**src/rtl/cla_seq_pkg.sv**
```systemverilog
// Shared definitions for the nibble-serial carry-lookahead adder.
// Holds the FSM state encoding and the slice width.
package cla_seq_pkg;

  // Width of the single carry-lookahead slice that is reused every cycle.
  localparam int NIB_BITS = 4;

  // Sequencer states: wait for operands, walk the nibbles, hold the result.
  typedef enum logic [1:0] {
    S_IDLE = 2'd0,
    S_RUN  = 2'd1,
    S_DONE = 2'd2
  } state_t;

endpackage

```
**src/rtl/cla_seq_adder_cla4_slice.sv**
```systemverilog
// Combinational 4-bit carry-lookahead slice.
// Carries c1..c4 are formed directly from generate/propagate terms, so
// there is no ripple path inside the slice.
module cla4_slice (
  input  logic [3:0] a,
  input  logic [3:0] b,
  input  logic       ci,
  output logic [3:0] s,
  output logic       co
);

  logic [3:0] g;
  logic [3:0] p;
  logic       c1, c2, c3, c4;

  // Generate/propagate terms and flattened lookahead carries.
  always_comb begin
    g  = a & b;
    p  = a ^ b;
    c1 = g[0] | (p[0] & ci);
    c2 = g[1] | (p[1] & g[0]) | (p[1] & p[0] & ci);
    c3 = g[2] | (p[2] & g[1]) | (p[2] & p[1] & g[0]) | (p[2] & p[1] & p[0] & ci);
    c4 = g[3] | (p[3] & g[2]) | (p[3] & p[2] & g[1]) | (p[3] & p[2] & p[1] & g[0])
       | (p[3] & p[2] & p[1] & p[0] & ci);
    s  = p ^ {c3, c2, c1, ci};
    co = c4;
  end

endmodule

```
**src/rtl/cla_seq_adder.sv**
```systemverilog
// Multi-cycle WIDTH-bit adder built from one reused 4-bit CLA slice,
// one nibble per clock, least significant nibble first.
// Optional macro CLA_SEQ_SUB_EN adds a 'sub' input for a-b.
//
// Handshake: a transfer happens on a rising clk edge where valid and
// ready are both high. in_ready is high only in IDLE; out_valid is high
// only in DONE, and sum/cout stay frozen there until out_ready is seen.
// WIDTH must be a multiple of 4 and at least 8.
module cla_seq_adder
  import cla_seq_pkg::*;
#(
  parameter int WIDTH = 16
) (
  input  logic             clk,
  input  logic             rst,
  input  logic             in_valid,
  output logic             in_ready,
  input  logic [WIDTH-1:0] a,
  input  logic [WIDTH-1:0] b,
  input  logic             cin,
`ifdef CLA_SEQ_SUB_EN
  input  logic             sub,
`endif
  output logic             out_valid,
  input  logic             out_ready,
  output logic [WIDTH-1:0] sum,
  output logic             cout,
  output logic             busy
);

  localparam int NIB   = WIDTH / NIB_BITS;
  localparam int IDX_W = (NIB > 1) ? $clog2(NIB) : 1;
  localparam logic [IDX_W-1:0] IDX_LAST = IDX_W'(NIB - 1);

  state_t           state_q, state_d;
  logic [WIDTH-1:0] a_q, a_d;
  logic [WIDTH-1:0] b_q, b_d;
  logic [WIDTH-1:0] sum_q, sum_d;
  logic             carry_q, carry_d;
  logic             cout_q, cout_d;
  logic [IDX_W-1:0] idx_q, idx_d;

  logic [NIB_BITS-1:0] slice_a, slice_b, slice_s;
  logic                slice_co;

  // Select the current nibble of each captured operand for the slice.
  always_comb begin
    slice_a = a_q[NIB_BITS*int'(idx_q) +: NIB_BITS];
    slice_b = b_q[NIB_BITS*int'(idx_q) +: NIB_BITS];
  end

  cla4_slice u_slice (
    .a  (slice_a),
    .b  (slice_b),
    .ci (carry_q),
    .s  (slice_s),
    .co (slice_co)
  );

  // Next-state and datapath update for the IDLE -> RUN -> DONE sequence.
  always_comb begin
    state_d = state_q;
    a_d     = a_q;
    b_d     = b_q;
    sum_d   = sum_q;
    carry_d = carry_q;
    cout_d  = cout_q;
    idx_d   = idx_q;
    case (state_q)
      S_IDLE: begin
        if (in_valid) begin
          a_d     = a;
          idx_d   = '0;
          state_d = S_RUN;
`ifdef CLA_SEQ_SUB_EN
          // Subtraction as a + ~b + 1; cin is ignored in that mode.
          b_d     = sub ? ~b : b;
          carry_d = sub ? 1'b1 : cin;
`else
          b_d     = b;
          carry_d = cin;
`endif
        end
      end
      S_RUN: begin
        sum_d[NIB_BITS*int'(idx_q) +: NIB_BITS] = slice_s;
        carry_d = slice_co;
        if (idx_q == IDX_LAST) begin
          // Last nibble: the slice carry is the true carry-out; idx holds.
          cout_d  = slice_co;
          state_d = S_DONE;
        end else begin
          idx_d = idx_q + IDX_W'(1);
        end
      end
      S_DONE: begin
        if (out_ready) state_d = S_IDLE;
      end
      default: state_d = S_IDLE;
    endcase
  end

  // State and datapath registers; reset discards any in-flight operation.
  always_ff @(posedge clk) begin
    if (rst) begin
      state_q <= S_IDLE;
      a_q     <= '0;
      b_q     <= '0;
      sum_q   <= '0;
      carry_q <= 1'b0;
      cout_q  <= 1'b0;
      idx_q   <= '0;
    end else begin
      state_q <= state_d;
      a_q     <= a_d;
      b_q     <= b_d;
      sum_q   <= sum_d;
      carry_q <= carry_d;
      cout_q  <= cout_d;
      idx_q   <= idx_d;
    end
  end

  // Handshake and status outputs decode directly from the state register.
  always_comb begin
    in_ready  = (state_q == S_IDLE);
    out_valid = (state_q == S_DONE);
    busy      = (state_q != S_IDLE);
    sum       = sum_q;
    cout      = cout_q;
  end

endmodule

```
**config.mk**
```make
export PLATFORM = sky130hd
export DESIGN_NAME = cla_seq_adder
export DESIGN_NICKNAME = d
export VERILOG_FILES = /design/src/rtl/cla_seq_pkg.sv /design/src/rtl/cla_seq_adder_cla4_slice.sv /design/src/rtl/cla_seq_adder.sv
export SDC_FILE = /design/constraint.sdc
export NUM_CORES = 1
export LEC_CHECK = 0
export BUFFER_PORTS_ARGS = -buffer_cell sky130_fd_sc_hd__buf_2
export CAP_MARGIN = 20
export CELL_PAD_IN_SITES_DETAIL_PLACEMENT = 2
export CELL_PAD_IN_SITES_GLOBAL_PLACEMENT = 2
export CORE_UTILIZATION = 29
export DETAILED_ROUTE_END_ITERATION = 6
export GPL_ROUTABILITY_DRIVEN = 0
export PLACE_DENSITY_LB_ADDON = 0.1
export SLEW_MARGIN = 20
export SYNTH_ARGS = -nofsm -noshare
export SYNTH_HDL_FRONTEND = slang
export SYNTH_SLANG_ARGS = --single-unit
```
**constraint.sdc**
```tcl
create_clock -name clk -period 2.6 [get_ports clk]
set_input_delay 0.26 -clock clk [delete_from_list [all_inputs] [get_ports clk]]
set_output_delay 0.26 -clock clk [all_outputs]
set_load 0.01 [all_outputs]
```
==> results of run 1 <==
[sequential cells by signal, summed over array words and instances, names as in the netlist]
name and count:
carry_q 1, a_q 16, sum 16, b_q 16
idx_q 2, cout 1, state_q 2
[logic make-up (layout without fill, tap and decap cells)]
logic type,after synthesis,count (layout),synth area share (%)
adder cells (fa/ha/maj),12,12,6.303
flip-flops,54,54,43.22
AND/OR/NAND/NOR,113,113,20.76
buffers and inverters,23,75,5.553
XOR/XNOR,2,2,1.451
multiplexers,8,8,7.203
AO/OA/AOI/OAI,61,61,15.51
[through the flow]
| stage | hold slack [ns] | util (%) | instance area, sq um |
|---|---|---|---|
| after floorplan | 0.3960 | - | 2501 |
| after global placement | 0.4423 | 34.24 | 2841 |
| after detailed placement | 0.4485 | 34.24 | 2841 |
| after CTS | 0.1787 | 35.22 | 2923 |
| after global routing | 0.1865 | 35.22 | 2923 |
| final | 0.1903 | 35.22 | 2923 |
[synthesized netlist by cell type]
master	number	area share, %
nand2_1	75	11
a21oi_1	35	7.0
nor3b_2	1	0.50
xnor2_4	1	1.1
inv_1	6	0.90
a32oi_1	4	1.4
nor2_1	22	3.3
xor2_1	1	0.35
fa_1	1	0.80
and4_4	1	0.45
and3_2	1	0.30
or2_1	1	0.25
a31o_4	1	0.70
nor3b_4	1	0.75
nand4_1	1	0.25
a211o_1	2	0.70
o31ai_2	1	0.50
buf_6	6	2.7
nor3b_1	1	0.30
a21oi_2	1	0.35
buf_4	1	0.30
nor2b_4	1	0.55
a31oi_1	1	0.25
nand4bb_4	1	1.1
dfxtp_1	54	43
o221ai_1	1	0.35
a21o_1	1	0.30
nand3b_1	2	0.60
buf_2	3	0.60
nor4b_1	1	0.35
nand3_1	4	0.80
a22oi_1	10	3.0
clkbuf_1	7	1.1
ha_1	11	5.5
mux4_2	8	7.2
a311oi_1	1	0.35
o21ai_1	3	0.60
[worst max-delay path by stage]
stage             start      to  slack, ns
2_1_floorplan  idx_q[0]  sum[3]       0.06
3_3_place_gp   idx_q[0]  sum[3]       0.14
3_5_place_dp   idx_q[0]  sum[3]       0.02
4_1_cts        idx_q[0]  sum[3]       0.14
5_1_grt        idx_q[0]  sum[3]       0.01
6_report       idx_q[0]  sum[3]       0.17
[cell usage in the layout, fill, tap and decap left out, types with 2 or more instances in the layout]
cell type  instances
mux4_2             8
a21oi_1           35
buf_4              6
nand3b_1           2
dfxtp_1           53
clkbuf_8           5
nand2_1           75
buf_2             56
ha_1              11
inv_1              6
nand3_1            4
a211o_1            2
a22oi_1           10
o21ai_1            3
nor2_1            22
a32oi_1            4
[power by group]
group          internal [W]  total (W)  switching [W]
registers          0.000865   0.000896      0.0000311
clock network      0.000185   0.000445       0.000260
logic              0.000116   0.000271       0.000154
total               0.00117    0.00161       0.000445
[per-layer routing]
metal	track usage [%]	wire, microns	up-vias
li1	-	-	1043
met1	20.16	3152	993
met2	27.76	3155	40
met3	2.738	198	4
met4	3.030	43	0
met5	0	0	-
[final cells by class]
cell class / count / area (sq um) / area share, %
multi-input combinational: 196 / 1281 / 43.84
sequential: 54 / 1082 / 37.03
timing repair buffer: 62 / 325.3 / 11.13
tap: 105 / 131.4 / 4.495
clock buffer: 6 / 72.57 / 2.483
inverter: 6 / 22.52 / 0.7705
clock inverter: 1 / 7.507 / 0.2568
[worst register-to-register path, stage by stage (launching register included)]
cell,delay [ns]
dfxtp_2,0.46
mux4_2,0.59
ha_1,0.34
a211o_1,0.31
a31o_4,0.26
xnor2_4,0.14
o31ai_2,0.24
[timing repair]
item / 4_1_cts / 5_1_grt
setup buffers: 0 / 0
endpoints found under the setup margin: 1 / 0
resized for setup: 1 / 0
==> impl_metrics.ini, run 1 <==
[status]
status = finished clean

[worst_hold_path]
min_path_type = in -> reg
whs_path_depth = 3
hold_start = a[6]
hold_end = a_q[6]

[floorplanning]
dieArea_sq_um = 9000
start_util_pct = 30.14
core_area_sq_um = 8299
dieWidth_microns = 94.87
pin_count = 57
rows = 33
die_h_microns = 94.87

[detailed_routing]
drtAntennaViolNets = 0
drt_iter0_drc = 46
wl_per_cell_microns = 15.23
vias = 2080
wirelength_microns = 6550
dr.pass1.iters = 5
vias_per_cell = 4.837
route.detailed.drc = 0

[clocking]
cts_made_buffers = 5
cts_hold_buffers = 0
cts.path.max_buffers = 2
cts_sinks = 54
clkTransAtPathRegs_ns = 0.09
cts_tree = done
cts_root_buf = clkbuf_8
htree_num_levels = 2
clk_latency_ns = 0.30

[power_and_ir_drop]
irDropWorstVdd_uv = 224.1
p_leak_nw = 1.223
totalPowerFinal_w = 0.001612
p_per_area_nw_per_um2 = 551.7

[layout]
nFillCells = 957
antenna_cells = 0
syn2layout_area_growth_pct = 16.86
final_cells = 430
finalNetCount = 374
drive_gt1_share_pct = 26.77

[placed_design]
place_hpwl_microns = 5035
io_buffers = 56
pre_cts_ws_ns = 0.02027
dp_cells = 423

[setup_path]
cp.required_ns = 2.81
critPathArrivalTime_ns = 2.64
reg2reg_setup_slack_ns = 0.17
crit_chain = mux4_2 > ha_1 > a211o_1 > a31o_4 > xnor2_4 > o31ai_2
r2r_end = sum[3]
crit_cells = 6
path_delay_family = compound AO/OA/AOI/OAI gates
r2r_cells = 6
worst-path-max-fanout = 7
timing.rr.start = idx_q[0]
cp-start-kind = flop
cp_num_buf_inv = 0
cpPeakStageDelay_ns = 0.59
critPathKind = reg -> reg
cp_slowest_cell = mux4_2
critPathCaptureType = flop

[logic_synthesis]
yosys.cell_types.count = 37
syn-mean-instance-area_sq_um = 9.162
synthCells = 273
ys_ff_latch = 54
syn_nets = 322
synth_warnings = 0
netlist_area_sq_um = 2501
ys_seq_area_share_pct = 43.22

[flow_run]
cap_violations = 0

[timing]
grt_setup_unrepaired = false
fmax_ghz = 0.4118
min_period_ns = 2.428
hold_viol_final = 0
fin_skew_ns = 0.007166
finalSetupTns_ns = 0
maxSlewHeadroom_pct = 65.39
drv_slew = 0
fin_crit_sh_pct = 93.39
finalWorstSetupSlack_ns = 0.1718
setup_violations = 0
worstMarginPinSlew_ns = 0.5191

[grt]
track_usage_pct = 15.76
grt_pass1_vias = 2185
grt_remaining_overflow = 0
grt_max_degree = 34
grt_pass1_wl_microns = 10940
antenna_found_initial = 0
Power figures use the tool's default switching activity.
==> inputs of run 2 (changes only) <==
ABC_AREA = 1   (was not set)
CORE_UTILIZATION = 27   (was 29)
==> run 2 against run 1 <==
Net effect: register-to-register slack improved by 0.13 ns; final cell count increased by 14%; count of clock-buffer cells in the layout decreased by 1; area after synthesis decreased by 2.1%; utilization decreased by 1.5 points; sequential share of layout area decreased by 0.50 points; clock power increased by 29%; setup slack improved by 0.13 ns.
==> impl_metrics.ini, run 2 <==
[status]
status = finished clean

[setup_path]
path_delay_family = simple AND/OR/NAND/NOR gates
cp_slowest_cell = ha_1
worst-path-max-fanout = 12
crit_path_frequent_cell = nand2_1
cp-start-kind = flop
cp_num_buf_inv = 1
crit_chain = clkinv_1 > o21ai_0 > o22ai_1 > ha_1 > nand2_1 > nand2_1 > nor2_1 > nand2_1 > nand2_1 > nand3_1 > nor2_1 > nand2_1 > a21oi_1
cp.required_ns = 2.84
critPathCaptureType = flop
cpPeakStageDelay_ns = 0.38
critPathKind = reg -> reg
critPathArrivalTime_ns = 2.54

[logic_synthesis]
netlist_area_sq_um = 2449
synth_most_common_cell = nand2_1
ys_ff_latch = 54
synth_top_area_share_pct = 44.15
yosys.cell_types.count = 25
syn-mean-instance-area_sq_um = 7.465
synth_warnings = 0
synthCells = 328
yosys.area.top_type = dfxtp_1
synth_flop_cell = dfxtp_1
ys_async_sr_fraction_pct = 0
syn_nets = 377
ys_top_cells_by_count = nand2_1, dfxtp_1, a21oi_1
ys_seq_area_share_pct = 44.15
synth_edf_count = 0
synth_area_leaders = dfxtp_1, nand2_1, a21oi_1, ha_1, nor2_1

[detailed_routing]
drt_iter0_drc = 44
vias = 2359
dr.pass1.iters = 4
vias_per_cell = 4.804
wl_per_cell_microns = 14.71
drtAntennaViolNets = 0
route.detailed.drc = 0
wirelength_microns = 7223

[clocking]
cts_root_buf = clkbuf_8
cts_sinks = 54
cts_tree = done
htree_num_levels = 2
cts_hold_buffers = 0
clk_latency_ns = 0.31
cts.path.max_buffers = 2
cts_made_buffers = 5
clkTransAtPathRegs_ns = 0.10

[layout]
antenna_cells = 0
drive_gt1_share_pct = 20.89
finalNetCount = 431
ff_latch_area_sq_um = 1081
final_common_cell = nand2_1
fin_area_sq_um = 2959
multi_input_area_sq_um = 1241
syn2layout_area_growth_pct = 20.85
nFillCells = 1095
mostFrequentLayoutCells = nand2_1, buf_2, dfxtp_1, a21oi_1, nor2_1

[timing]
fin_skew_ns = 0.009832
fmax_ghz = 0.4354
fin_crit_sh_pct = 88.35
min_period_ns = 2.297
drv_slew = 0
hold_viol_final = 0
maxSlewHeadroom_pct = 62.30
worstMarginPinSlew_ns = 0.5643
setup_violations = 0
finalSetupTns_ns = 0
grt_setup_unrepaired = false

[worst_hold_path]
min_path_type = in -> reg

[flow_run]
cap_violations = 0

[floorplanning]
core_area_sq_um = 8763
start_util_pct = 27.94
rows = 34
pin_count = 57
dieWidth_microns = 97.23
die_h_microns = 97.23
dieArea_sq_um = 9454

[placed_design]
io_buffers = 56
placed_cell_area_sq_um = 2843
place_hpwl_microns = 5480

[grt]
antenna_found_initial = 0
grt_pass1_wl_microns = 12480
grt_pass1_vias = 2476
track_usage_pct = 16.38
grt_remaining_overflow = 0
grt_max_degree = 34

[power_and_ir_drop]
p_leak_nw = 1.283
p_per_area_nw_per_um2 = 623.1
irDropWorstVdd_uv = 302.7
run 2: path summary, 6_finish.rpt:
path	from	end	slack (ns)	depth (start not counted)
worst max-delay path	idx_q[1]	sum[15]	0.30	13
worst min-delay path	a[11]	a_q[11]	0.18	3
worst min register to register	sum[14]	sum[14]	0.47	2
worst max register to register	idx_q[1]	sum[15]	0.30	13
run 2: report_power, final:
group          total [W]  internal (W)  switching, W
sequential      0.000895      0.000868     0.0000264
clock           0.000572      0.000284      0.000288
combinational   0.000377      0.000132      0.000244
total            0.00184       0.00129      0.000559
run 2: per-stage QoR:
step	setup slack (ns)	cells	hold slack, ns	total power, W	util [%]
CTS	0.2560	491	0.1735	0.001872	33.68
floorplan	0.4420	328	0.4029	0.001160	-
detailed placement	0.2809	483	0.4566	0.001297	32.44
global route	0.03829	491	0.1789	0.001963	33.77
finish	0.3030	491	0.1821	0.001844	33.77
global placement	0.3604	483	0.4515	0.001286	32.44
run 2: final cells by class:
| type | instances | area share (%) |
|---|---|---|
| multi-input cells | 242 | 41.94 |
| flip-flops and latches | 54 | 36.53 |
| repair buffers | 63 | 11.25 |
| well taps | 108 | 4.567 |
| clock buffers | 5 | 2.326 |
| inverters | 16 | 2.030 |
| clock inverters | 3 | 1.353 |
run 2: what timing repair did:
action	4_1_cts	5_1_grt
setup endpoints to repair	0	1
buffers inserted	0	0
gates resized for setup	0	1
endpoints found under the hold margin	0	0
run 2: worst register-to-register path: stages (launching register included):
cell      delay [ns]
dfxtp_1         0.35
clkinv_1        0.27
o21ai_0         0.17
o22ai_1         0.10
ha_1            0.38
nand2_1         0.10
nand2_1         0.06
nor2_1          0.14
nand2_1         0.07
nand2_1         0.12
nand3_1         0.09
nor2_1          0.15
nand2_1         0.08
a21oi_1         0.15
run 2: cells by family after synthesis:
family	after synthesis	share of synthesized area (%)
compound gates	83	17.88
xor+xnor	2	0.7155
fa+ha+maj	12	6.438
buf+inv	32	5.468
flops	54	44.15
simple gates	145	25.35
run 2: metal layers:
metal  global-route usage (%)  routed length [microns]  vias up
met5                        0                        0        -
met4                    3.733                       68        0
met3                    2.590                      215        8
met2                    28.06                     3465       38
met1                    21.63                     3473     1126
li1                         -                        -     1187
